<file path="config.mk">
export PLATFORM = sky130hd
export DESIGN_NAME = enigma_rotor_stepper_flat
export DESIGN_NICKNAME = d
export VERILOG_FILES = /design/src/rtl/enigma_rotor_stepper_pkg.sv /design/src/rtl/enigma_rotor_stepper_if.sv /design/src/rtl/enigma_rotor_stepper_step_next.sv /design/src/rtl/enigma_rotor_stepper.sv /design/src/flat_wrapper.sv
export SDC_FILE = /design/constraint.sdc
export NUM_CORES = 1
export LEC_CHECK = 0
export ABC_AREA = 1
export ABC_CLOCK_PERIOD_IN_PS = 1700
export CAP_MARGIN = 0
export CORE_ASPECT_RATIO = 1.75
export CORE_MARGIN = 2
export CORE_UTILIZATION = 35
export CTS_BUF_LIST = sky130_fd_sc_hd__clkbuf_2
export CTS_CLUSTER_DIAMETER = 40
export DETAILED_ROUTE_END_ITERATION = 6
export GPL_ROUTABILITY_DRIVEN = 0
export MAX_ROUTING_LAYER = met4
export PLACE_DENSITY_LB_ADDON = 0.15
export SLEW_MARGIN = 20
export SYNTH_ARGS = -nofsm -noshare
export SYNTH_HDL_FRONTEND = slang
export SYNTH_SLANG_ARGS = --single-unit
</file>
<file path="constraint.sdc">
create_clock -name clk -period 1.7 [get_ports clk]
set_input_delay 0.34 -clock clk [delete_from_list [all_inputs] [get_ports clk]]
set_output_delay 0.34 -clock clk [all_outputs]
set_load 0.02 [all_outputs]
</file>
<file path="src/rtl/enigma_rotor_stepper_pkg.sv">
// Shared types and constants for the Enigma rotor stepper and its scrambler.
package enigma_rotor_stepper_pkg;

    localparam int unsigned ALPHA    = 26;
    localparam int unsigned LETTER_W = 5;

    typedef logic [LETTER_W-1:0] letter_t;

    localparam letter_t ALPHA_L     = LETTER_W'(ALPHA);
    localparam letter_t LAST_LETTER = LETTER_W'(ALPHA - 1);

    localparam logic [1:0] SEL_R = 2'd0;
    localparam logic [1:0] SEL_M = 2'd1;
    localparam logic [1:0] SEL_L = 2'd2;

    typedef enum logic [1:0] {IDLE, STEP, EVAL, OUT} state_e;

    typedef struct packed {
        letter_t l;
        letter_t m;
        letter_t r;
    } rotor_pos_t;

    // Advance one letter position, wrapping the last letter back to A.
    function automatic letter_t inc_wrap(input letter_t x);
        return (x == LAST_LETTER) ? '0 : x + letter_t'(1);
    endfunction

endpackage

</file>
<file path="src/rtl/enigma_rotor_stepper_if.sv">
// Keypress and encoded-letter valid/ready channels of the rotor stepper.
interface enigma_rotor_stepper_if;
    import enigma_rotor_stepper_pkg::*;

    logic    key_valid;
    logic    key_ready;
    letter_t key_code;
    logic    out_valid;
    logic    out_ready;
    letter_t out_char;

    modport master (
        output key_valid, key_code, out_ready,
        input  key_ready, out_valid, out_char
    );

    modport slave (
        input  key_valid, key_code, out_ready,
        output key_ready, out_valid, out_char
    );

endinterface

</file>
<file path="src/rtl/enigma_rotor_stepper_step_next.sv">
// Combinational next rotor positions, including the middle-rotor double step.
module rotor_step_next
    import enigma_rotor_stepper_pkg::*;
#(
    parameter int unsigned NOTCH_R = 21,
    parameter int unsigned NOTCH_M = 4
) (
    input  rotor_pos_t cur_pos,
    output rotor_pos_t next_pos_c
);

    logic r_at_notch;
    logic m_at_notch;

    // Middle steps on its own notch too, which produces the double step.
    always_comb begin
        r_at_notch   = (cur_pos.r == LETTER_W'(NOTCH_R));
        m_at_notch   = (cur_pos.m == LETTER_W'(NOTCH_M));
        next_pos_c.r = inc_wrap(cur_pos.r);
        next_pos_c.m = (r_at_notch || m_at_notch) ? inc_wrap(cur_pos.m) : cur_pos.m;
        next_pos_c.l = m_at_notch ? inc_wrap(cur_pos.l) : cur_pos.l;
    end

endmodule

</file>
<file path="src/rtl/enigma_rotor_stepper.sv">
// Keypress sequencer: steps rotors, presents letter to the scrambler, holds the result.
module enigma_rotor_stepper
    import enigma_rotor_stepper_pkg::*;
#(
    parameter int unsigned NOTCH_R = 21,
    parameter int unsigned NOTCH_M = 4
) (
    input  logic                         clk,
    input  logic                         rst,
    enigma_rotor_stepper_if.slave        bus,
    input  logic                         cfg_we,
    input  logic [1:0]                   cfg_sel,
    input  letter_t                      cfg_pos,
    output letter_t                      pos_l,
    output letter_t                      pos_m,
    output letter_t                      pos_r,
    output letter_t                      scr_in,
    input  letter_t                      scr_out,
    output logic                         key_err
);

    state_e     state_q, state_d;
    rotor_pos_t pos_q, pos_d, pos_step;
    letter_t    scr_in_q, scr_in_d;
    letter_t    out_char_q, out_char_d;
    logic       out_valid_q, out_valid_d;
    logic       key_err_q, key_err_d;
    logic       key_accept;

    rotor_step_next #(
        .NOTCH_R (NOTCH_R),
        .NOTCH_M (NOTCH_M)
    ) u_step_next (
        .cur_pos    (pos_q),
        .next_pos_c (pos_step)
    );

    // A config write in the same cycle blocks keypresses.
    assign bus.key_ready = (state_q == IDLE) && !cfg_we;
    assign key_accept    = bus.key_valid && bus.key_ready;

    always_comb begin
        state_d     = state_q;
        pos_d       = pos_q;
        scr_in_d    = scr_in_q;
        out_char_d  = out_char_q;
        out_valid_d = out_valid_q;
        key_err_d   = 1'b0;
        case (state_q)
            IDLE: begin
                if (cfg_we && (cfg_pos < ALPHA_L)) begin
                    if (cfg_sel == SEL_R)      pos_d.r = cfg_pos;
                    else if (cfg_sel == SEL_M) pos_d.m = cfg_pos;
                    else if (cfg_sel == SEL_L) pos_d.l = cfg_pos;
                end
                if (key_accept) begin
                    if (bus.key_code < ALPHA_L) begin
                        scr_in_d = bus.key_code;
                        state_d  = STEP;
                    end else begin
                        key_err_d = 1'b1;
                    end
                end
            end
            STEP: begin
                pos_d   = pos_step;
                state_d = EVAL;
            end
            EVAL: begin
                out_char_d  = scr_out;
                out_valid_d = 1'b1;
                state_d     = OUT;
            end
            OUT: begin
                if (bus.out_ready) begin
                    out_valid_d = 1'b0;
                    state_d     = IDLE;
                end
            end
            default: state_d = IDLE;
        endcase
    end

    always_ff @(posedge clk) begin
        if (rst) begin
            state_q     <= IDLE;
            pos_q       <= '0;
            scr_in_q    <= '0;
            out_char_q  <= '0;
            out_valid_q <= 1'b0;
            key_err_q   <= 1'b0;
        end else begin
            state_q     <= state_d;
            pos_q       <= pos_d;
            scr_in_q    <= scr_in_d;
            out_char_q  <= out_char_d;
            out_valid_q <= out_valid_d;
            key_err_q   <= key_err_d;
        end
    end

    assign pos_l         = pos_q.l;
    assign pos_m         = pos_q.m;
    assign pos_r         = pos_q.r;
    assign scr_in        = scr_in_q;
    assign bus.out_valid = out_valid_q;
    assign bus.out_char  = out_char_q;
    assign key_err       = key_err_q;

endmodule

</file>
<file path="src/flat_wrapper.sv">
// flat-port wrapper written by rule: the top's interface ports become plain ports
module enigma_rotor_stepper_flat import enigma_rotor_stepper_pkg::*;
#(
    parameter int unsigned NOTCH_R = 21,
    parameter int unsigned NOTCH_M = 4
)
  (clk, rst, cfg_we, cfg_sel, cfg_pos, pos_l, pos_m, pos_r, scr_in, scr_out, key_err, bus_key_valid, bus_key_code, bus_out_ready, bus_key_ready, bus_out_valid, bus_out_char);
  enigma_rotor_stepper_if bus_i ();
  input  logic clk;
  input  logic rst;
  input  logic cfg_we;
  input  logic [1:0] cfg_sel;
  input  letter_t cfg_pos;
  output letter_t pos_l;
  output letter_t pos_m;
  output letter_t pos_r;
  output letter_t scr_in;
  input  letter_t scr_out;
  output logic key_err;
  input wire logic [$bits(bus_i.key_valid)-1:0] bus_key_valid;
  input wire logic [$bits(bus_i.key_code)-1:0] bus_key_code;
  input wire logic [$bits(bus_i.out_ready)-1:0] bus_out_ready;
  output wire logic [$bits(bus_i.key_ready)-1:0] bus_key_ready;
  output wire logic [$bits(bus_i.out_valid)-1:0] bus_out_valid;
  output wire logic [$bits(bus_i.out_char)-1:0] bus_out_char;
  assign bus_i.key_valid = bus_key_valid;
  assign bus_i.key_code = bus_key_code;
  assign bus_i.out_ready = bus_out_ready;
  assign bus_key_ready = bus_i.key_ready;
  assign bus_out_valid = bus_i.out_valid;
  assign bus_out_char = bus_i.out_char;
  enigma_rotor_stepper #(.NOTCH_R(NOTCH_R), .NOTCH_M(NOTCH_M)) u_core (.clk(clk), .rst(rst), .bus(bus_i), .cfg_we(cfg_we), .cfg_sel(cfg_sel), .cfg_pos(cfg_pos), .pos_l(pos_l), .pos_m(pos_m), .pos_r(pos_r), .scr_in(scr_in), .scr_out(scr_out), .key_err(key_err));
endmodule
</file>
Yosys cells after proc, flatten, opt, wreduce, memory -nomap -nowiden:

Cells that the tools add are included.
Widths: inputs -> output; s select.

* bits of input ports: 22
* bits in registers: 29
* word-level logic and storage cells: 71

* $add $sub $neg: 3
* bitwise operators: 2
* mux-type cells: 19
* eq/ne operators: 21
* reduce and logical (&&, ||, !) cells: 16
* $lt $le $gt $ge: 2

Operators with widths (count)
* $mux 5: 9
* $pmux 15 s2: 1
* $eq 5x5->1 const B: 4
* $ne 2x2->1 const B: 10
* $add 5x1->5 const B: 3
* $mux 15: 1
* $lt 5x5->1 const B: 2
* $mux 10: 1
* $reduce_and 3->1: 3
* $pmux 2 s4: 1
* $eq 2x2->1 const B: 3
* $mux 2: 3
* $reduce_and 6->1: 1
* $eq 5x3->1 const B: 1
* $reduce_and 5->1: 1
* $eq 2x1->1 const B: 2
* $logic_not 2->1: 2
* $reduce_bool 2->1: 2
* $logic_and 1x1->1: 3
* $reduce_or 3->1: 1
* $mux 1: 2
* $ne 2x1->1 const B: 1
* $not 1->1: 2
* $pmux 1 s2: 1
* other kinds (3): 3

Logic depth before layout (Yosys ltp):

Gate-level depths: netlist of run 1.

* depth in word-level cells: 6
* mapped depth: 10
* gate-level depth less buffers: 10

Hierarchy:

Synthesis of run 1 repeated with hierarchy kept, for this count alone.

* cell total of the unflattened synthesis: 335
* area total of the unflattened synthesis: 2031.9 µm²

Modules (own cells, without submodules)
* enigma_rotor_stepper: area an instance 1520.2 µm², times used 1, sequential area each 580.6 µm², cells an instance 239
* rotor_step_next: area an instance 511.7 µm², times used 1, sequential area each 0.0 µm², cells an instance 96

Least setup slack after synthesis of run 1:

OpenSTA, ideal clock, no wires.

* path type: reg-to-reg
* from: register u_core.pos_q (netlist bit u_core.pos_m[0])
* to: register u_core.pos_q (netlist bit u_core.pos_m[1])
* path slack: 0.239 ns
* buffers on the path: 0
* arrival time: 1.348 ns
* stages on the path, launching flop included: 11
* cells stage by stage: dfxtp_1 > inv_1 > ha_1 > nand2_1 > inv_1 > nand2_1 > nand3_1 > nand3_4 > nand2_1 > nand2_1 > nor2_1

* word-level cells in the longest chain between the ends: 4

RTL lines
* start: declaration: line enigma_rotor_stepper.sv:23 `rotor_pos_t pos_q, pos_d, pos_step;`
* start signal: assignment: line enigma_rotor_stepper.sv:94 `pos_q <= pos_d;`
* $add 5x1->5, or another cell as far along: line enigma_rotor_stepper_pkg.sv:26 `return (x == LAST_LETTER) ? '0 : x + letter_t'(1);`
* $mux 5 or $logic_or 1x1->1 (tied branches): line enigma_rotor_stepper_pkg.sv:26, enigma_rotor_stepper_step_next.sv:20
* $mux 5 or $ne 2x2->1 (tied branches)
* $pmux 15 s2 or $reduce_and 5->1 (tied branches)

Several ways; a longest one is shown, not always the timed one. The select of a mux whose other input is x is not followed.
A chain may end at the register's enable or synchronous reset.

Final worst setup path of run 1:

* from: register u_core.state_q[0]
* to: output port bus_key_ready

* word-level cells in the longest chain between the ends: 2

RTL lines
* start: declaration: line enigma_rotor_stepper.sv:22 `state_e state_q, state_d;`
* start signal: assignment: line enigma_rotor_stepper.sv:93 `state_q <= state_d;`
* $logic_not 2->1: line enigma_rotor_stepper.sv:39 `assign bus.key_ready = (state_q == IDLE) && !cfg_we;`
* $logic_and 1x1->1: line enigma_rotor_stepper.sv:39
* end: declaration: line flat_wrapper.sv:23 `output wire logic [$bits(bus_i.key_ready)-1:0] bus_key_ready;`

Every way passes these cells.

==> out/qor.yml, run 1 <==
status: "finished, final reports clean"
hold_violations: 0
first_iter_violations: 54
final.min_clock_period_ps: 1570
path_clk_slew_ps: 160
final_nets: 369
synth_edf_count: 0
numCtsBuffers: 5
cts_root_buf: "clkbuf_2"
avgSynthCellArea_um2: 6.33
drtAntennaViolNets: 0
synthFlopType: "dfxtp_1"
gr-max-usage-layer: "met2"
via_count: 1835
synthSimpleGateAreaFrac_pct: 38.7
crit_chain: "inv_2, ha_2, nand2_1, inv_1, buf_2"
crit_required_ps: 1360
synthMuxAreaShare_pct: 0
synth_top_family_by_area: "simple AND/OR/NAND/NOR gates"
viasPerCell: 4.72
power_density_nw_per_um2: 1450
synth_top_area_share_pct: 33.7
synth.most_common_cell: "nand2_1"
row_count: 33
finalSetupViolCount: 0
dpl.hpwl_um: 3380
arrival_ps: 1230
min-delay-path-class: "reg -> reg"
async_flop_share_pct: 0
die_y_um: 96.7
cpPeakStageDelay_ps: 350
cap_violations: 0
start_kind: "register"
rsz0062_at_grt: "false"
slowest_stage: "dfxtp_2"
ys_ff_latch: 29
avgRoutedWirePerCell_um: 11.0
fin_skew_ps: 10.2
yosysTopAreaCell: "dfxtp_1"
ys_warn_count: 0
ios: 50
grt_use_total_pct: 17.3
area_delta_synth_final_pct: 37.5
grt_pass1_vias: 1796
max-vdd-ir-drop_mv: 0.805
endpoint_kind: "output pin"
grtUsageMet2_pct: 31.6
power_uw: 3440
fin_crit_sh_pct: 92.1
critPathMaxFanout: 3
synth_cell_type_count: 19
grt_max_degree: 16
h-tree-depth: 2
syn_area_um2: 1720
worst-setup-path-type: "reg -> out"
ys_seq_area_share_pct: 33.7
met3_usage_pct: 3.74
port_buffers: 49
grt_pass1_wl_um: 7480
first_pass_iters: 4
drive_gt1_share_pct: 9.79
synth_nets: 305
maxClockFrequency_mhz: 639
fin_cells: 389
antenna_cells: 0
synth_compound_area_share_pct: 9.02
drv_slew: 0
synth_area_leaders: "dfxtp_1 34%, nand2_1 15%, nor2_1 14%"
start_util_pct: 36.5
synthXorXnorAreaFrac_pct: 0.509
routed_wl_um: 4270
core_area_um2: 4710
met1_usage_pct: 17.4
synthCells: 272
post-route-drc-count: 0
antenna_found_initial: 0
synth_adder_area_share_pct: 8.00
die_area_um2: 5510
grt_overflow: 0
worst_pin_slew_ps: 365
fp.dieW_um: 57
clk_latency_ps: 360
clock_path_buffers: 2
relSlewSlack_pct: 75.4
cts_sinks: 29
p_leak_uw: 0.00136
dp.cells: 380
cts_tree: "built"
ys_top_cells_by_count: "67 x nand2_1, 62 x nor2_1, 40 x inv_1"
## per-layer routing
metal / share of wire [%] / vias to the layer above
met2: 54 / 52
met3: 5.3 / 4
li1: - / 970
met1: 40 / 809
met4: 1.3 / 0
met5: 0 / -
## where the power goes
group / internal [µW] / total (µW) / switching (µW)
Clock: 103 / 356 / 253
Sequential: 894 / 1070 / 180
Combinational: 778 / 2010 / 1230
Total: 1780 / 3440 / 1660
## sequential cells by signal, indices dropped and copies added (netlist names)
signal and flops:
u_core.scr_in 5, u_core.state_q 2, u_core.bus.out_char 5, u_core.pos_m 5, u_core.pos_l 5, u_core.key_err 1
u_core.pos_r 5, u_core.bus.out_valid 1
## final timing paths
check	from	cells after the start	endpoint	slack [ps]
worst max-delay path	u_core.state_q[0]$_SDFFE_PP0P_	5	bus_key_ready	130
worst min-delay path	u_core.bus.out_valid$_SDFFE_PP0P_	2	u_core.bus.out_valid$_SDFFE_PP0P_	490
worst max register to register	u_core.state_q[0]$_SDFFE_PP0P_	10	u_core.pos_r[4]$_SDFFE_PP0P_	170
worst min register to register	u_core.bus.out_valid$_SDFFE_PP0P_	2	u_core.bus.out_valid$_SDFFE_PP0P_	490
## logic make-up (layout without fill, tap and decap cells)
kind of cell / Yosys count / after routing
fa+ha+maj: 11 / 11
compound gates: 31 / 31
simple gates: 156 / 156
xor+xnor: 1 / 1
flops: 29 / 29
buf+inv: 44 / 109
## layout by cell type (no fill, tap or decap)
master and count:
inv_1 39, clkinv_2 2, xnor2_1 1, nor3_1 1, buf_4 11, ha_2 1
dlymetal6s2s_1 5, dfxtp_1 27, nand3_4 2, or2_2 1, nor2_4 1, o21ai_0 25
dfxtp_2 2, nand3_1 11, clkbuf_2 6, nor2_1 62, nand2_1 67, nand4_1 7
ha_1 10, inv_2 2, a21oi_1 6, buf_2 1, nand2_2 4, dlygate4sd2_1 22
clkdlybuf4s50_1 21
## final cells by class
cell class	count	area, µm²
repair buffers	60	553
inverters	41	154
fillers	525	2340
multi-input cells	199	970
well taps	52	65.1
clock buffers	6	30.0
flip-flops and latches	29	583
clock inverters	2	10.0
## per-stage QoR
stage / cell area, µm² / worst slack (ps) / TNS, ps / hold slack [ps] / utilization, %
after floorplan: 1720 / 239 / 0 / 419 / -
after global placement: 2330 / -119 / -217 / 464 / 49.5
after detailed placement: 2330 / -119 / -404 / 469 / 49.5
after CTS: 2340 / 0.0379 / 0 / 489 / 49.8
after global routing: 2360 / 2.71 / 0 / 523 / 50.2
final: 2360 / 135 / 0 / 492 / 50.2
## critical path, delay by kind of cell, from the launching register on
| family | cells | cell delay (ps) |
|---|---|---|
| buf+inv | 3 | 270 |
| fa+ha+maj | 1 | 180 |
| simple gates | 1 | 70 |
| flops | 1 | 350 |
## timing repair
item                                   4_1_cts  5_1_grt
pin swaps                                    0        0
endpoints found under the hold margin        0        0
buffers inserted                             0        1
setup endpoints to repair                   23       11
hold buffers                                 0        0
resized for setup                           29        6
Note: power is estimated with default switching activity, not from simulation.
==> run 2: changes to the inputs <==
--- a/config.mk
+++ b/config.mk
@@ -7,13 +7,14 @@
 export LEC_CHECK = 0
 export ABC_AREA = 1
 export ABC_CLOCK_PERIOD_IN_PS = 1700
-export CAP_MARGIN = 0
+export CAP_MARGIN = 20
 export CORE_ASPECT_RATIO = 1.75
 export CORE_MARGIN = 2
 export CORE_UTILIZATION = 35
 export CTS_BUF_LIST = sky130_fd_sc_hd__clkbuf_2
 export CTS_CLUSTER_DIAMETER = 40
 export DETAILED_ROUTE_END_ITERATION = 6
+export DONT_BUFFER_PORTS = 1
 export GPL_ROUTABILITY_DRIVEN = 0
 export MAX_ROUTING_LAYER = met4
 export PLACE_DENSITY_LB_ADDON = 0.15
==> run 2 against run 1 <==
Worst hold slack lost 450 ps. Combinational power shrank 14%. Cell area shrank 17%. Non-clock buffer count shrank 47. Critical endpoint unchanged. Register-to-register slack lost 30 ps. Global-route usage shrank 1.3 points. Clock skew grew 7.1 ps. Sequential power grew 11%. Sequential share of layout area grew 5.1 points.
==> out/qor.yml, run 2 (synthesis gave the netlist of run 1 again) <==
status: "finished, final reports clean"
die_y_um: 96.7  # unchanged
first_iter_violations: 70  # +30%
p_leak_uw: 0.00103  # -24%
grt_max_degree: 21  # +5
grt_overflow: 0  # unchanged
power_density_nw_per_um2: 1740  # +20%
row_count: 33  # unchanged
final_nets: 323  # -12%
core_area_um2: 4710  # unchanged
start_util_pct: 36.5  # unchanged
via_count: 1638  # -11%
maxClockFrequency_mhz: 623  # -2.5%
whs_path_depth: 1  # -1
clock_path_buffers: 2  # unchanged
setup_slack_ps: 93.8  # -40.8 ps
final.min_clock_period_ps: 1610  # +40.8 ps
numCtsBuffers: 5  # unchanged
endpoint_kind: "output pin"
h-tree-depth: 2  # unchanged
r2r_setup_slack_ps: 140  # -30 ps
dp.cells: 334  # -12%
layout_commonest_cell: "nand2_1"
antenna_cells: 0  # unchanged
relSlewSlack_pct: 60.4  # -15 points
reg2reg_to: "u_core.pos_r[3]$_SDFFE_PP0P_"
dpl.hpwl_um: 3310  # -2.2%
critPathMaxFanout: 6  # +3
cts_root_buf: "clkbuf_2"
antenna_found_initial: 0  # unchanged
design_area_um2: 1950  # -17%
tns_ps: 0  # unchanged
reg2reg_depth: 8  # -2
die_area_um2: 5510  # unchanged
avgRoutedWirePerCell_um: 12.4  # +13%
final_cell_mix: "67 x nand2_1, 61 x nor2_1, 39 x inv_1, 28 x dfxtp_1, 25 x o21ai_0"
whs_ps: 46.0  # -446 ps
cts_sinks: 29  # unchanged
reg2reg_from: "u_core.state_q[0]$_SDFFE_PP0P_"
area_delta_synth_final_pct: 13.6
worst-setup-path-type: "reg -> out"
fin_cells: 343  # -12%
fin_skew_ps: 17.3  # +7.09 ps
port_buffers: 0  # -100%
grt_pass1_vias: 1601  # -11%
min-delay-path-class: "in -> reg"
ios: 50  # unchanged
max-vdd-ir-drop_mv: 0.856  # +6.3%
cts_tree: "built"
routed_wl_um: 4260  # -0.40%
place_ws_ps: 87.4  # +207 ps
hold_violations: 0  # unchanged
post-route-drc-count: 0  # unchanged
rsz0062_at_grt: "true"
drv_slew: 0  # unchanged
first_pass_iters: 4  # unchanged
finalSetupViolCount: 0  # unchanged
postCtsSetupBuffers: 0  # unchanged
arrival_ps: 1270  # +40 ps
clk_latency_ps: 360  # about the same
start_kind: "register"
fp.dieW_um: 57  # unchanged
min_to: "u_core.key_err$_SDFF_PP0_"
cap_violations: 0  # unchanged
crit_required_ps: 1360  # about the same
place_area_um2: 1860  # -20%
drive_gt1_share_pct: 11.7  # +1.9 points
viasPerCell: 4.78  # +1.2%
path_clk_slew_ps: 150  # about the same
worst_pin_slew_ps: 588  # +223 ps
drtAntennaViolNets: 0  # unchanged
hold_start: "rst"
grt_use_total_pct: 16.0  # -1.3 points
grt_pass1_wl_um: 6800  # -9.0%
fin_crit_sh_pct: 94.5  # +2.4 points
run 2: per-layer routing:
metal	share of wire [%]	vias up	track usage, %
li1	-	878	-
met1	38	709	16.1
met2	53	45	28.3
met3	7.2	6	3.88
met4	1.9	0	7.16
met5	0	-	-
run 2: timing repair:
| action | CTS | global route |
|---|---|---|
| cloned | 0 | 1 |
| hold buffers | 0 | 0 |
| resized for setup | 2 | 3 |
| setup endpoints to repair | 1 | 6 |
| pin swaps | 0 | 2 |
run 2: final cells by class:
type,count,area [µm²]
sequential,29,582
timing repair buffer,13,97.6
tap,52,65.1
clock buffer,6,30.0
multi-input combinational,200,992
inverter,41,154
fill,539,2750
clock inverter,2,33.8
run 2: metrics by stage:
step | utilization [%] | total power [µW]
after CTS | 41.0 | 3390
after detailed placement | 39.6 | 2870
after global placement | 39.6 | 2850
after floorplan | - | 2420
after global routing | 41.5 | 3720
final | 41.5 | 3400
run 2: where the power goes:
| part | total [µW] | switching [µW] | internal [µW] | leakage (µW) |
|---|---|---|---|---|
| combinational | 1720 | 1120 | 598 | 0.000753 |
| sequential | 1190 | 294 | 892 | 0.000239 |
| clock | 496 | 244 | 251 | 0.0000406 |
run 2: worst max-delay path: stages (launching register included):
cell and delay (ps):
dfxtp_1 360, inv_1 140, ha_4 180, nand2_1 110, inv_2 120
run 2: worst max-delay path by stage:
| stage | start | to | slack [ps] | depth (start not counted) |
|---|---|---|---|---|
| after CTS | u_core.state_q[0]$_SDFFE_PP0P_ | bus_key_ready | 30 | 4 |
| after detailed placement | u_core.state_q[0]$_SDFFE_PP0P_ | u_core.pos_r[3]$_SDFFE_PP0P_ | 90 | 8 |
| after floorplan | u_core.pos_m[0]$_SDFFE_PP0P_ | u_core.pos_m[1]$_SDFFE_PP0P_ | 240 | 10 |
| after global placement | u_core.state_q[0]$_SDFFE_PP0P_ | u_core.pos_r[3]$_SDFFE_PP0P_ | 130 | 8 |
| after global routing | u_core.state_q[1]$_SDFFE_PP0P_ | u_core.pos_l[1]$_SDFFE_PP0P_ | -10 | 10 |
| final | u_core.state_q[0]$_SDFFE_PP0P_ | bus_key_ready | 90 | 4 |
